==> config.mk <==
export PLATFORM = sky130hd
export DESIGN_NAME = shift_stage_ctrl
export DESIGN_NICKNAME = d
export VERILOG_FILES = /design/src/rtl/shift_stage_ctrl.sv
export SDC_FILE = /design/constraint.sdc
export NUM_CORES = 1
export LEC_CHECK = 0
export CAP_MARGIN = 10
export CELL_PAD_IN_SITES_DETAIL_PLACEMENT = 0
export CELL_PAD_IN_SITES_GLOBAL_PLACEMENT = 1
export CORE_MARGIN = 5
export CORE_UTILIZATION = 32
export CTS_BUF_LIST = sky130_fd_sc_hd__clkbuf_4 sky130_fd_sc_hd__clkbuf_8
export CTS_CLUSTER_DIAMETER = 120
export DETAILED_ROUTE_END_ITERATION = 10
export GPL_ROUTABILITY_DRIVEN = 0
export GPL_TIMING_DRIVEN = 0
export PLACE_DENSITY_LB_ADDON = 0.1
export SLEW_MARGIN = 10
export SYNTH_ARGS = -nofsm -noshare
export SYNTH_HDL_FRONTEND = slang
export SYNTH_SLANG_ARGS = --single-unit
==> constraint.sdc <==
create_clock -name clk -period 1.6 [get_ports clk]
set_input_delay 0.24 -clock clk [delete_from_list [all_inputs] [get_ports clk]]
set_output_delay 0.24 -clock clk [all_outputs]
set_load 0.02 [all_outputs]
==> src/rtl/shift_stage_ctrl.sv <==
// Sequencer for an external combinational barrel shifter: latches one request,
// holds the shifter operands for SETTLE cycles, captures the result, then hands it off.
module shift_stage_ctrl #(
    parameter int unsigned SETTLE = 1
) (
    input  logic       clk,
    input  logic       rst_n,
    input  logic       in_valid,
    output logic       in_ready,
    input  logic [7:0] in_data,
    input  logic [2:0] in_amt,
    output logic [7:0] sh_i,
    output logic [2:0] sh_s,
    input  logic [7:0] sh_y,
    output logic       out_valid,
    input  logic       out_ready,
    output logic [7:0] out_data,
    output logic       out_zero,
    output logic [7:0] op_count
);

    typedef enum logic [1:0] {
        IDLE = 2'd0,
        WAIT = 2'd1,
        HOLD = 2'd2
    } state_t;

    localparam logic [3:0] SETTLE_LD = 4'(SETTLE);

    state_t     state_q, state_d;
    logic [3:0] settle_q, settle_d;
    logic [7:0] sh_i_q, sh_i_d;
    logic [2:0] sh_s_q, sh_s_d;
    logic [7:0] out_data_q, out_data_d;
    logic       out_zero_q, out_zero_d;
    logic [7:0] op_count_q, op_count_d;

    always_comb begin
        state_d    = state_q;
        settle_d   = settle_q;
        sh_i_d     = sh_i_q;
        sh_s_d     = sh_s_q;
        out_data_d = out_data_q;
        out_zero_d = out_zero_q;
        op_count_d = op_count_q;

        case (state_q)
            IDLE: begin
                if (in_valid) begin
                    sh_i_d   = in_data;
                    sh_s_d   = in_amt;
                    settle_d = SETTLE_LD;
                    state_d  = WAIT;
                end
            end
            WAIT: begin
                settle_d = settle_q - 4'd1;
                // Last settle cycle: the shifter output has been stable long enough.
                if (settle_q == 4'd1) begin
                    out_data_d = sh_y;
                    out_zero_d = (sh_y == 8'd0);
                    state_d    = HOLD;
                end
            end
            HOLD: begin
                if (out_ready) begin
                    op_count_d = op_count_q + 8'd1;
                    state_d    = IDLE;
                end
            end
            default: begin
                state_d = IDLE;
            end
        endcase
    end

    always_ff @(posedge clk) begin
        if (!rst_n) begin
            state_q    <= IDLE;
            settle_q   <= 4'd0;
            sh_i_q     <= 8'd0;
            sh_s_q     <= 3'd0;
            out_data_q <= 8'd0;
            out_zero_q <= 1'b0;
            op_count_q <= 8'd0;
        end else begin
            state_q    <= state_d;
            settle_q   <= settle_d;
            sh_i_q     <= sh_i_d;
            sh_s_q     <= sh_s_d;
            out_data_q <= out_data_d;
            out_zero_q <= out_zero_d;
            op_count_q <= op_count_d;
        end
    end

    assign in_ready  = (state_q == IDLE);
    assign out_valid = (state_q == HOLD);
    assign sh_i      = sh_i_q;
    assign sh_s      = sh_s_q;
    assign out_data  = out_data_q;
    assign out_zero  = out_zero_q;
    assign op_count  = op_count_q;

endmodule

==> results.toml <==
[sta]
whs_ns = 0.4554
rsz0062_at_grt = "no"
fmax_mhz = 646.3
slew_viol_final = 0
slew-limit-headroom_pct = 64.63
hold_violations = 0
final-setup-viol-count = 0
fin_worst_skew_ns = 0.005303
tightest_slew_ns = 0.5306
period_needed_ns = 1.547
worst_slack_ns = 0.05277
finalCritPeriodShare_pct = 96.70

[yosys]
async_flop_share_pct = 0
ys_types = 32
synth_top_area_share_pct = 47.64
synth_area_sq_um = 1429
synthTopCellsByArea = "dfxtp_1 (48%), a21oi_1 (9.1%), nand2_1 (7.1%), o21ai_0 (4.2%), nand3_1 (3.5%)"
synth_most_common_cell = "dfxtp_1"
syn-num-nets = 196
synth-warning-count = 0
synth_ff_type = "dfxtp_1"
synth_top_area_cell = "dfxtp_1"
synth_area_per_cell_sq_um = 8.405
synth_edf_count = 0
synth_common_cells = "dfxtp_1 (34), nand2_1 (27), a21oi_1 (26)"
synth_seq_cells = 34
synth_cells = 170
ys_seq_area_share_pct = 47.64

[power]
p_per_area_nw_per_um2 = 912.9
vdd_drop_max_v = 0.0005590
leakage_nw = 0.7965

[setup_path]
cp_num_buf_inv = 1
worstSetupPathType = "flip-flop to output pin"
path_max_fanout = 5
slowest_delay_ns = 0.64
cp_data_arrival_time_ns = 1.31
cp_top_family = "buffers and inverters"
slowest_stage = "clkdlybuf4s50_1"
required_ns = 1.36
critPathCaptureType = "output pin"
path_cells = "clkdlybuf4s50_1"
crit_path_start_kind = "flip-flop"

[cells_and_area]
drive_gt1_share_pct = 7.489
nNetsFinal = 254
nFillCells = 437
fin_area_sq_um = 2095
stdcell_count = 279
area_growth_pct = 46.59
antenna_cells = 0

[floorplan]
core.rowCount = 24
start_util_pct = 32.82
die_w_um = 76.82
die_h_um = 76.82
core_area_sq_um = 4354
die_area_sq_um = 5901
pin_count = 53

[detailed_routing]
wire_per_inst_um = 14.01
via_per_inst = 4.989
antenna_left = 0
drt-initial-drc-count = 92
vias = 1392
drt-total-wl_mm = 3.909
drc_errors = 0
firstDrtPassIters = 4

[min_path]
holdCritPathClass = "flip-flop to flip-flop"

[cts]
cts-root-buf = "clkbuf_8"
clock_latency_ns = 0.28
numCtsBuffers = 5
cts_setup_buffers = 0
htreeDepth = 2
cts_buffer_depth = 2
cts_tree = "built"
cts_sinks = 34
path_clk_slew_ns = 0.07
postCtsHoldBufs = 0

[grt]
grt_overflow = 0
grt_max_degree = 11
grt_pass1_vias = 1399
antenna_found_initial = 0
grt_pass1_wl_mm = 6.796
grt.total_usage_pct = 14.12

[place]
port_buffers = 52
dp.cells = 274
place_ws_ns = -0.1300
hpwlAfterDp_mm = 2.960
place_area_sq_um = 2014

[run_status]
status = "completed"

[flow_run]
cap_violations = 0
-- sequential cells by signal, indices dropped and copies added (netlist names) --
register and count:
op_count 8, out_data 8, sh_i 8, settle_q 4, sh_s 3, state_q 2, out_zero 1
-- layout make-up --
class	count	area [sq um]	area share [%]
Inverter	6	22.52	1.075
Clock buffer	6	82.58	3.943
Sequential cell	34	680.7	32.50
Timing Repair Buffer	52	519.2	24.79
Tap cell	52	65.06	3.106
Buffer	10	48.80	2.330
Multi-Input combinational cell	119	675.6	32.26
-- power breakdown --
group | switching [mW] | total, mW | leakage (nW) | internal, mW
Clock | 0.279 | 0.610 | 0.0431 | 0.331
Combinational | 0.200 | 0.383 | 0.477 | 0.183
Sequential | 0.0281 | 0.919 | 0.277 | 0.891
Total | 0.507 | 1.91 | 0.797 | 1.40
-- kinds of logic after synthesis --
family / Yosys count / share of synthesized area [%]
compound gates: 45 / 17.16
xor+xnor: 3 / 1.839
fa+ha+maj: 3 / 2.627
buf+inv: 17 / 5.254
flops: 34 / 47.64
mux: 2 / 1.401
simple gates: 66 / 24.08
-- cell usage in the layout (no fill, tap or decap), types with 3 or more instances in the layout --
cell type / instances
inv_1: 6
ha_1: 3
nor2b_1: 3
dfxtp_1: 34
nand3_1: 10
nand2_1: 27
buf_2: 6
nand2b_1: 3
nor4_1: 3
clkbuf_8: 6
clkdlybuf4s50_1: 48
nor2_1: 6
a21oi_1: 26
o21ai_0: 11
nor3b_1: 3
-- worst paths after layout --
kind | from | end | slack [ns] | cells past startpoint
setup / recovery | op_count[2] | op_count[2] | 0.05 | 1
hold / removal | sh_i[2] | sh_i[2] | 0.46 | 2
setup reg to reg | state_q[0] | sh_i[6] | 0.16 | 5
hold reg to reg | sh_i[2] | sh_i[2] | 0.46 | 2
-- what timing repair did --
action / CTS / global route
endpoints found under the setup margin: 5 / 6
endpoints found under the hold margin: 0 / 0
gates resized for setup: 3 / 5
-- through the flow --
stage / utilization [%] / power (mW) / setup TNS, ns
after CTS: 48.02 / 1.944 / 0
after floorplan: - / 1.147 / 0
after global routing: 48.10 / 2.029 / 0
after detailed placement: 46.26 / 1.327 / -1.541
final: 48.10 / 1.912 / 0
after global placement: 46.26 / 1.316 / -1.222
-- per-layer routing --
layer | GRT usage (%) | wire [um]
met1 | 17.95 | 1743
met4 | 4.895 | 66
met2 | 21.14 | 1827
met3 | 6.206 | 271
met5 | 0 | 0
(Power assumes the default switching activity.)
